--- src/rtl/fpu_pkg.sv ---
// Shared FPU constants, flag positions, divider FSM states and an IEEE-754 single class decoder.
package fpu_pkg;

  localparam logic [31:0] QNAN_CANON = 32'h7FC0_0000;
  localparam logic [31:0] POS_INF    = 32'h7F80_0000;

  // Bit positions within the 3-bit {NV, DZ, TO} flag vector.
  localparam int unsigned FLAG_NV = 2;
  localparam int unsigned FLAG_DZ = 1;
  localparam int unsigned FLAG_TO = 0;

  typedef struct packed {
    logic is_nan;
    logic is_snan;
    logic is_inf;
    logic is_zero;
    logic is_denorm;
  } fp_class_t;

  typedef enum logic [2:0] {
    StIdle,
    StIssue,
    StWait,
    StMul,
    StResp,
    StDrain
  } div_state_e;

  function automatic fp_class_t fp_classify(input logic [31:0] x);
    fp_class_t c;
    logic exp_ones, exp_zero, man_zero;
    exp_ones    = &x[30:23];
    exp_zero    = ~|x[30:23];
    man_zero    = ~|x[22:0];
    c.is_nan    = exp_ones & ~man_zero;
    c.is_snan   = exp_ones & ~man_zero & ~x[22];
    c.is_inf    = exp_ones & man_zero;
    c.is_zero   = exp_zero & man_zero;
    c.is_denorm = exp_zero & ~man_zero;
    return c;
  endfunction

endpackage

--- src/rtl/fp_div_seq_mul.sv ---
// Combinational single-precision multiplier: round-to-nearest-even, denormals flushed to zero.
module fp_div_seq_mul (
  input  logic [31:0] a_i,
  input  logic [31:0] b_i,
  output logic [31:0] p_o
);

  logic        sign;
  logic        a_nan, b_nan, a_inf, b_inf, a_zero, b_zero;
  logic [47:0] prod;
  logic [22:0] man, man_rnd;
  logic        guard, sticky, carry;
  logic [9:0]  e_sum;

  always_comb begin
    sign   = a_i[31] ^ b_i[31];
    a_nan  = (&a_i[30:23]) & (|a_i[22:0]);
    b_nan  = (&b_i[30:23]) & (|b_i[22:0]);
    a_inf  = (&a_i[30:23]) & ~(|a_i[22:0]);
    b_inf  = (&b_i[30:23]) & ~(|b_i[22:0]);
    a_zero = ~|a_i[30:23];
    b_zero = ~|b_i[30:23];

    prod = 48'({1'b1, a_i[22:0]}) * 48'({1'b1, b_i[22:0]});
    if (prod[47]) begin
      man    = prod[46:24];
      guard  = prod[23];
      sticky = |prod[22:0];
    end else begin
      man    = prod[45:23];
      guard  = prod[22];
      sticky = |prod[21:0];
    end
    {carry, man_rnd} = {1'b0, man} + {23'b0, guard & (sticky | man[0])};

    // Biased sum still carries one extra bias of 127; 382 = 255 + 127.
    e_sum = {2'b0, a_i[30:23]} + {2'b0, b_i[30:23]} + {9'b0, prod[47]} + {9'b0, carry};

    if (a_nan || b_nan || (a_inf && b_zero) || (a_zero && b_inf)) begin
      p_o = fpu_pkg::QNAN_CANON;
    end else if (a_inf || b_inf) begin
      p_o = {sign, fpu_pkg::POS_INF[30:0]};
    end else if (a_zero || b_zero) begin
      p_o = {sign, 31'h0};
    end else if (e_sum >= 10'd382) begin
      p_o = {sign, fpu_pkg::POS_INF[30:0]};
    end else if (e_sum <= 10'd127) begin
      p_o = {sign, 31'h0};
    end else begin
      p_o = {sign, 8'(e_sum - 10'd127), man_rnd};
    end
  end

endmodule

--- src/rtl/fp_div_seq.sv ---
// Division sequencer q = a / b: special operands resolved locally, otherwise 1/b is fetched from
// the reciprocal unit and multiplied by a.
module fp_div_seq
  import fpu_pkg::*;
#(
  parameter int unsigned TAG_W          = 5,
  parameter int unsigned TIMEOUT_CYCLES = 64
) (
  input  logic             clk,
  input  logic             reset_n,
  input  logic             req_valid,
  output logic             req_ready,
  input  logic [31:0]      req_a,
  input  logic [31:0]      req_b,
  input  logic [TAG_W-1:0] req_tag,
  input  logic             flush,
  output logic             recip_start,
  output logic [31:0]      recip_b,
  input  logic [31:0]      recip_inv,
  input  logic             recip_done,
  output logic             resp_valid,
  input  logic             resp_ready,
  output logic [31:0]      resp_q,
  output logic [TAG_W-1:0] resp_tag,
  output logic [2:0]       resp_flags
);

  localparam int unsigned    CntW   = $clog2(TIMEOUT_CYCLES + 1);
  localparam logic [CntW-1:0] CntMax = CntW'(TIMEOUT_CYCLES - 1);

  div_state_e       state_q, state_d;
  logic [31:0]      a_q, a_d, inv_q, inv_d, recip_b_q, recip_b_d, q_q, q_d;
  logic [TAG_W-1:0] tag_q, tag_d;
  logic [2:0]       flags_q, flags_d;
  logic             sign_q, sign_d, to_q, to_d;
  logic [CntW-1:0]  cnt_q, cnt_d;

  fp_class_t   ca, cb;
  logic        a_zero, b_zero, req_sign, spec_hit;
  logic [31:0] spec_q, mul_p;
  logic [2:0]  spec_flags;

  always_comb begin
    ca         = fp_classify(req_a);
    cb         = fp_classify(req_b);
    a_zero     = ca.is_zero | ca.is_denorm;
    b_zero     = cb.is_zero | cb.is_denorm;
    req_sign   = req_a[31] ^ req_b[31];
    spec_hit   = 1'b1;
    spec_q     = QNAN_CANON;
    spec_flags = '0;
    if (ca.is_nan || cb.is_nan) begin
      spec_flags[FLAG_NV] = ca.is_snan | cb.is_snan;
    end else if ((ca.is_inf && cb.is_inf) || (a_zero && b_zero)) begin
      spec_flags[FLAG_NV] = 1'b1;
    end else if (ca.is_inf) begin
      spec_q = {req_sign, POS_INF[30:0]};
    end else if (b_zero) begin
      spec_q              = {req_sign, POS_INF[30:0]};
      spec_flags[FLAG_DZ] = 1'b1;
    end else if (cb.is_inf || a_zero) begin
      spec_q = {req_sign, 31'h0};
    end else begin
      spec_hit = 1'b0;
    end
  end

  fp_div_seq_mul u_mul (
    .a_i (a_q),
    .b_i (inv_q),
    .p_o (mul_p)
  );

  always_comb begin
    state_d   = state_q;
    a_d       = a_q;
    inv_d     = inv_q;
    recip_b_d = recip_b_q;
    q_d       = q_q;
    tag_d     = tag_q;
    flags_d   = flags_q;
    sign_d    = sign_q;
    to_d      = to_q;
    cnt_d     = cnt_q;
    unique case (state_q)
      StIdle: begin
        if (req_valid && !flush) begin
          tag_d  = req_tag;
          sign_d = req_sign;
          to_d   = 1'b0;
          if (spec_hit) begin
            q_d     = spec_q;
            flags_d = spec_flags;
            state_d = StResp;
          end else begin
            a_d       = req_a;
            recip_b_d = req_b;
            state_d   = StIssue;
          end
        end
      end
      StIssue: begin
        cnt_d   = '0;
        state_d = flush ? StDrain : StWait;
      end
      StWait: begin
        if (flush) begin
          state_d = StDrain;
        end else if (recip_done) begin
          inv_d   = recip_inv;
          state_d = StMul;
        end else if (cnt_q == CntMax) begin
          q_d              = QNAN_CANON;
          flags_d          = '0;
          flags_d[FLAG_TO] = 1'b1;
          to_d             = 1'b1;
          state_d          = StResp;
        end else begin
          cnt_d = cnt_q + CntW'(1);
        end
      end
      StMul: begin
        if (flush) begin
          state_d = StDrain;
        end else begin
          // Overwrite the product sign with a^b's sign.
          q_d     = mul_p ^ {mul_p[31] ^ sign_q, 31'h0};
          flags_d = '0;
          state_d = StResp;
        end
      end
      StResp: begin
        // A timed-out op still owns the reciprocal unit until it reports done.
        if (flush || resp_ready) state_d = to_q ? StDrain : StIdle;
      end
      StDrain: begin
        if (recip_done) state_d = StIdle;
      end
      default: state_d = StIdle;
    endcase
  end

  always_ff @(posedge clk or negedge reset_n) begin
    if (!reset_n) begin
      state_q   <= StIdle;
      a_q       <= '0;
      inv_q     <= '0;
      recip_b_q <= '0;
      q_q       <= '0;
      tag_q     <= '0;
      flags_q   <= '0;
      sign_q    <= 1'b0;
      to_q      <= 1'b0;
      cnt_q     <= '0;
    end else begin
      state_q   <= state_d;
      a_q       <= a_d;
      inv_q     <= inv_d;
      recip_b_q <= recip_b_d;
      q_q       <= q_d;
      tag_q     <= tag_d;
      flags_q   <= flags_d;
      sign_q    <= sign_d;
      to_q      <= to_d;
      cnt_q     <= cnt_d;
    end
  end

  assign req_ready   = (state_q == StIdle);
  assign recip_start = (state_q == StIssue);
  assign resp_valid  = (state_q == StResp);
  assign recip_b     = recip_b_q;
  assign resp_q      = q_q;
  assign resp_tag    = tag_q;
  assign resp_flags  = flags_q;

endmodule
--- config.mk ---
export PLATFORM = sky130hd
export DESIGN_NAME = fp_div_seq
export DESIGN_NICKNAME = d
export VERILOG_FILES = /design/src/rtl/fpu_pkg.sv /design/src/rtl/fp_div_seq_mul.sv /design/src/rtl/fp_div_seq.sv
export SDC_FILE = /design/constraint.sdc
export NUM_CORES = 2
export LEC_CHECK = 0
export CAP_MARGIN = 25
export CELL_PAD_IN_SITES_DETAIL_PLACEMENT = 0
export CELL_PAD_IN_SITES_GLOBAL_PLACEMENT = 2
export CORE_ASPECT_RATIO = 0.9
export CORE_UTILIZATION = 39
export CTS_BUF_LIST = sky130_fd_sc_hd__clkbuf_16
export DETAILED_ROUTE_END_ITERATION = 8
export GPL_TIMING_DRIVEN = 0
export MAX_ROUTING_LAYER = met4
export PLACE_DENSITY = 0.87
export SLEW_MARGIN = 0
export SYNTH_ARGS = -nofsm -noshare
export SYNTH_HDL_FRONTEND = slang
export SYNTH_SLANG_ARGS = --single-unit
export TNS_END_PERCENT = 10
--- constraint.sdc ---
create_clock -name clk -period 11.68 [get_ports clk]
set_input_delay 1.168 -clock clk [delete_from_list [all_inputs] [get_ports clk]]
set_output_delay 1.168 -clock clk [all_outputs]
set_load 0.005 [all_outputs]
### Yosys cells after proc, flatten, opt, wreduce, memory -nomap -nowiden

Index checks and enable logic that the tools add are counted.

| storage, ports and cells | value |
|---|---|
| logic and storage cells | 168 |
| register bits after elaboration | 148 |
| output and inout port bits | 75 |

| cells by class | value |
|---|---|
| equality and inequality tests | 16 |
| reductions and logical operators | 46 |
| magnitude comparators | 2 |
| multipliers | 1 |
| multiplexer cells | 58 |
| $add $sub $neg | 6 |
| bitwise operators | 29 |

Operators by type and width:

| cell | number |
|---|---|
| 32-bit 2-to-1 mux | 12 |
| 31-bit 2-to-1 mux | 4 |
| 23-bit OR reduction | 5 |
| 32-bit case mux with 3 select lines | 1 |
| 24-bit by 24-bit multiplier with 48-bit output | 1 |
| 3-bit 2-to-1 mux | 15 |
| 8-bit AND reduction | 4 |
| 8-bit OR reduction | 4 |
| 32-bit XOR | 1 |
| 23-bit by 1-bit adder with 24-bit output | 1 |
| 23-bit 2-to-1 mux | 1 |
| 22-bit OR reduction | 1 |
| 7-bit 2-to-1 mux | 3 |
| 10-bit by 1-bit adder with 10-bit output | 2 |
| 1-bit 2-to-1 mux | 18 |
| 3-bit case mux with 6 select lines | 1 |
| 1-bit AND | 15 |
| 7-bit case mux with 2 select lines | 1 |
| 2-bit != test (second input constant) | 6 |
| 10-bit by 9-bit >= comparator with 1-bit output (second input constant) | 1 |
| 10-bit by 7-bit <= comparator with 1-bit output (second input constant) | 1 |
| 8-bit by 8-bit adder with 9-bit output | 1 |
| 1-bit logical OR | 9 |
| 3-bit case mux with 3 select lines | 1 |
| 22 further kinds | 49 |

### Depth between registers and ports, before layout

| logic depth | value |
|---|---|
| depth in word-level cells | 17 |
| depth in mapped cells | 46 |
| mapped depth without buffers | 39 |

### By module

Synthesis repeated with hierarchy kept, for this count alone.

| second synthesis, totals | value |
|---|---|
| cell total of the unflattened synthesis | 3,062 |
| area, all modules | 27,717.8 um2 |

By module, submodules not included:

| module | sequential area each (um2) | cells each | instances | area each (um2) |
|---|---|---|---|---|
| fp_div_seq_mul | 0.0 | 2,568 | 1 | 21,579.4 |
| fp_div_seq | 3,703.6 | 494 | 1 | 6,138.4 |

### Least setup slack after synthesis

Ideal clock, no wire load.

| timing | value |
|---|---|
| path kind | register -> register |
| start | register inv_q[3] |
| end | register q_q[22], in the netlist resp_q[22] |
| arrival | 9.984 ns |
| setup time | 0.069 ns |
| stages on the path, launching flop included | 43 |
| clock period less this slack | 10.052 ns |
| setup slack | 1.628 ns |
| cells stage by stage | dfrtp_1 clkbuf_1 clkbuf_1 nand2_1 fa_1 inv_1 fa_1 inv_1 fa_1 fa_1 inv_1 fa_1 fa_1 inv_1 fa_1 inv_1 ha_1 buf_4 (+7 left out) inv_4 nor2_2 o211ai_2 buf_2 nor4_2 and3b_1 fa_1 ha_1 clkbuf_1 and4_1 clkbuf_1 nor3b_1 o2111a_1 a211oi_1 clkbuf_1 nand3_1 or4_1 nand3_1 |

| on the way | value |
|---|---|
| cells in the longest elaborated chain, start to end | 16 |

Ends and longest elaborated chain:

| element | line | source |
|---|---|---|
| start, declared | fp_div_seq.sv:32 | `logic [31:0] a_q, a_d, inv_q, inv_d, recip_b_q, recip_b_d, q_q, q_d;` |
| start signal, assigned | fp_div_seq.sv:158 | `inv_q <= inv_d;` |
| 24-bit by 24-bit multiplier with 48-bit output | fp_div_seq_mul.sv:24 | `prod = 48'({1'b1, a_i[22:0]}) * 48'({1'b1, b_i[22:0]});` |
| 23-bit OR reduction or 22-bit OR reduction (tied branches) | fp_div_seq_mul.sv:28, fp_div_seq_mul.sv:32 |  |
| 1-bit 2-to-1 mux | fp_div_seq_mul.sv:25 | `if (prod[47]) begin` |
| 1-bit bitwise OR | fp_div_seq_mul.sv:34 | `{carry, man_rnd} = {1'b0, man} + {23'b0, guard & (sticky \| man[0])};` |
| 1-bit AND | fp_div_seq_mul.sv:34 |  |
| 23-bit by 1-bit adder with 24-bit output | fp_div_seq_mul.sv:34 |  |
| 10-bit by 1-bit adder with 10-bit output | fp_div_seq_mul.sv:37 | `e_sum = {2'b0, a_i[30:23]} + {2'b0, b_i[30:23]} + {9'b0, prod[47]} + {9'b0, carry};` |
| 10-bit by 7-bit <= comparator with 1-bit output | fp_div_seq_mul.sv:47 | `end else if (e_sum <= 10'd127) begin` |
| 31-bit 2-to-1 mux | fp_div_seq_mul.sv:47 |  |
| 31-bit 2-to-1 mux | fp_div_seq_mul.sv:45 | `end else if (e_sum >= 10'd382) begin` |
| 31-bit 2-to-1 mux | fp_div_seq_mul.sv:43 | `end else if (a_zero \|\| b_zero) begin` |
| 31-bit 2-to-1 mux | fp_div_seq_mul.sv:41 | `end else if (a_inf \|\| b_inf) begin` |
| 32-bit 2-to-1 mux (*) | fp_div_seq_mul.sv:39 | `if (a_nan \|\| b_nan \|\| (a_inf && b_zero) \|\| (a_zero && b_inf)) begin` |
| 32-bit XOR (*) | fp_div_seq.sv:127 | `q_d = mul_p ^ {mul_p[31] ^ sign_q, 31'h0};` |
| 32-bit 2-to-1 mux (*) | fp_div_seq.sv:123 | `if (flush) begin` |
| 32-bit case mux with 3 select lines (*) | fp_div_seq.sv:85 | `unique case (state_q)` |
| end signal, assigned | fp_div_seq.sv:160 | `q_q <= q_d;` |
| end, declared | fp_div_seq.sv:32 |  |

Every way passes the cells marked *; elsewhere a longest branch is shown, timed or not. The select of a mux whose other input is x is not followed.
A chain may end at the register's enable or synchronous reset.

### Worst setup path after layout

| timing | value |
|---|---|
| start | register a_q[4] |
| end | register q_q[14], in the netlist resp_q[14] |

| on the way | value |
|---|---|
| cells in the longest elaborated chain, start to end | 16 |

Ends and longest elaborated chain:

| element | line | source |
|---|---|---|
| start, declared | fp_div_seq.sv:32 |  |
| start signal, assigned | fp_div_seq.sv:146 | `a_q <= '0;` |
| start signal, assigned | fp_div_seq.sv:157 | `a_q <= a_d;` |
| 24-bit by 24-bit multiplier with 48-bit output | fp_div_seq_mul.sv:24 |  |
| 23-bit OR reduction or 22-bit OR reduction (tied branches) | fp_div_seq_mul.sv:28, fp_div_seq_mul.sv:32 |  |
| 1-bit 2-to-1 mux | fp_div_seq_mul.sv:25 |  |
| 1-bit bitwise OR | fp_div_seq_mul.sv:34 |  |
| 1-bit AND | fp_div_seq_mul.sv:34 |  |
| 23-bit by 1-bit adder with 24-bit output | fp_div_seq_mul.sv:34 |  |
| 10-bit by 1-bit adder with 10-bit output | fp_div_seq_mul.sv:37 |  |
| 10-bit by 7-bit <= comparator with 1-bit output | fp_div_seq_mul.sv:47 |  |
| 31-bit 2-to-1 mux | fp_div_seq_mul.sv:47 |  |
| 31-bit 2-to-1 mux | fp_div_seq_mul.sv:45 |  |
| 31-bit 2-to-1 mux | fp_div_seq_mul.sv:43 |  |
| 31-bit 2-to-1 mux | fp_div_seq_mul.sv:41 |  |
| 32-bit 2-to-1 mux (*) | fp_div_seq_mul.sv:39 |  |
| 32-bit XOR (*) | fp_div_seq.sv:127 |  |
| 32-bit 2-to-1 mux (*) | fp_div_seq.sv:123 |  |
| 32-bit case mux with 3 select lines (*) | fp_div_seq.sv:85 |  |

Marked as above.

==> metrics.yaml <==
status: "completed"
layout_common_cells: "inv_1, fa_1, nand2_1"
critPathArrivalTime_ns: 11.52
cts-root-buf: "clkbuf_16"
antenna_found_initial: 8
finish.utilization: 0.452
synth_top_area_frac: 0.351
synth_edf_count: 0
hpwl_mm: 79.5
drtPass1Iterations: 5
period_share: 0.957
syn_inst: 3055
final_hold_viol_count: 0
min_path_type: "register to register"
clkLatencyLatePin_ns: 0.48
ctsHoldBuffers: 0
ios: 182
dpl.cell_count: 4177
grt_pass1_vias: 23300
maxCapViolations: 0
setup_viol: 0
relSlewSlack: 0.326
synth.avg_cell_area_um2: 9.04
dr_wl_met3_mm: 7.96
die_h_um: 254
synth_cell_type_count: 94
max_freq_ghz: 0.0895
synth_seq_area_share: 0.132
synthTopCellsByArea: "fa_1, dfrtp_1, ha_1"
required_ns: 12.02
cp_common_cell: "fa_1"
reg2reg_slack_ns: 0.50
area_growth_pct: 14.7
wirelength_mm: 97.0
cts_buffer_depth: 2
period_minus_slack_ns: 11.18
grt_max_degree: 85
nets: 4036
worst_path_largest_cell_delay_ns: 0.65
cp-end-kind: "register"
clock_skew_ns: 0.0235
final_layout_size_suffix_gt1_frac: 0.104
worstMarginPinSlew_ns: 1.00
slowest_stage: "fa_1"
groute.usage.overall: 0.285
final_antenna_net_count: 0
ys_async_sr_fraction: 1.00
numClockSinks: 146
drv_slew: 0
wl_met1_mm: 43.0
final_area_um2: 31700
yosys.area.top_type: "fa_1"
synth_fp_nets: 3832
finalNonFillerCells: 4215
place_congestion: 1.01
numPortBuffers: 180
routed_via_density: 5.33
netlist_area_um2: 27600
cts_tree: "done"
fp.dieW_um: 282
post_dp_cell_area_um2: 30600
critPathKind: "register to register"
num_rows: 92
grt_pass1_wl_mm: 147
path_clk_slew_ns: 0.07
cp-start-kind: "register"
wl_met2_mm: 43.2
dr.first_iter.drc_count: 1772
wl_per_cell_um: 23.0
yosys_warnings: 0
crit_fanout: 10
vias: 22500
start_util: 0.394
fin_ws_ns: 0.505
grt_remaining_overflow: 0
cts_buffers: 17
drcViolationCount: 0
final_common_cell: "inv_1"
htreeDepth: 4
pre_cts_ws_ns: -0.907
die_area_um2: 71900
coreArea_um2: 70000
dr.max_layer_used: "met4"
synth-seq-cells: 146
ys_dominant_reg_cell: "dfrtp_1"
-- state kept, by name (all words and copies together) (netlist names), 3 cells and up --
signal / flops
a_q: 31
cnt_q: 7
inv_q: 31
recip_b: 32
resp_flags: 3
resp_q: 32
resp_tag: 5
state_q: 3
-- cell usage after synthesis, drive strengths merged (7+ instances only) --
master and number:
or2 9, buf 28, nor3b 8, mux2 102
nand3 32, nand2b 12, a221o 8, nand4 31
a21o 23, o31ai 8, xor2 27, nand2 366
a211oi 16, a21oi 80, and3 11, a31oi 11
clkbuf 131, a211o 9, o211ai 15, o2111ai 7
ha 186, a21boi 10, a22o 11, nor2 123
o21a 11, inv 596, nor2b 8, nor4 42
or4 13, a2111oi 7, xnor2 35, or3 10
and2 249, o21bai 9, dfrtp 146, nor3 42
o21ai 71, mux2i 12, fa 484
-- stage by stage --
stage | hold WS (ns) | setup TNS (ns)
final | 0.491 | 0
after global routing | 0.521 | -0.0537
after CTS | 0.489 | 0
after detailed placement | 0.473 | -19.23
after global placement | 0.465 | -18.43
after floorplan | 0.473 | 0
-- repair_timing --
item                       in CTS  in global routing
setup endpoints to repair      31                 31
buffers inserted                2                  9
pin swaps                       0                  4
resized for setup              87                155
-- routing by layer --
metal  global-route usage  vias up
met4               0.0772        0
met2                0.422      809
met1                0.393    11500
met5                    -        -
li1                     -    10000
met3               0.0591      133
-- worst max-delay path: cells and delay by family (launching register included) --
kind                       cells  cell delay, ns
adders and majority gates      9            4.14
DFF                            1            0.47
AOI/OAI and AO/OA              7            1.63
buffers and inverters          9            1.66
and+or+nand+nor               14            3.12
-- cell families (layout without fill, tap and decap cells) --
group                    after synthesis  in the layout  share of synthesized area
AND/OR/NAND/NOR                      973            973                      0.178
XOR/XNOR                              62             62                     0.0197
adder cells (fa/ha/maj)              670            670                      0.435
other                                  0              4                          0
buffers and inverters                758            974                      0.105
multiplexers                         114            114                     0.0461
AO/OA/AOI/OAI                        332            332                     0.0837
flip-flops                           146            146                      0.132
-- area by class of cell --
class                           instances  area [um2]
Antenna cell                            4        10.0
Clock buffer                           17         425
Sequential cell                       146        3690
Tap cell                              940        1180
Inverter                              599        2270
Clock inverter                         14         144
Fill cell                            6918       38300
Timing Repair Buffer                  193        1920
Buffer                                151         816
Multi-Input combinational cell       2151       21200
-- worst paths after layout --
| kind | start | cells past startpoint | endpoint |
|---|---|---|---|
| setup / recovery | a_q[4] | 39 | resp_q[14] |
| hold / removal | resp_q[31] | 2 | resp_q[31] |
| setup reg to reg | a_q[4] | 39 | resp_q[14] |
| hold reg to reg | resp_q[31] | 2 | resp_q[31] |
| max in group asynchronous | reset_n | 2 | resp_q[6] |
| min in group asynchronous | reset_n | 1 | inv_q[27] |
Power is not shown: default switching activity piles up to over one toggle a cycle in this logic, so the estimate is an artifact.
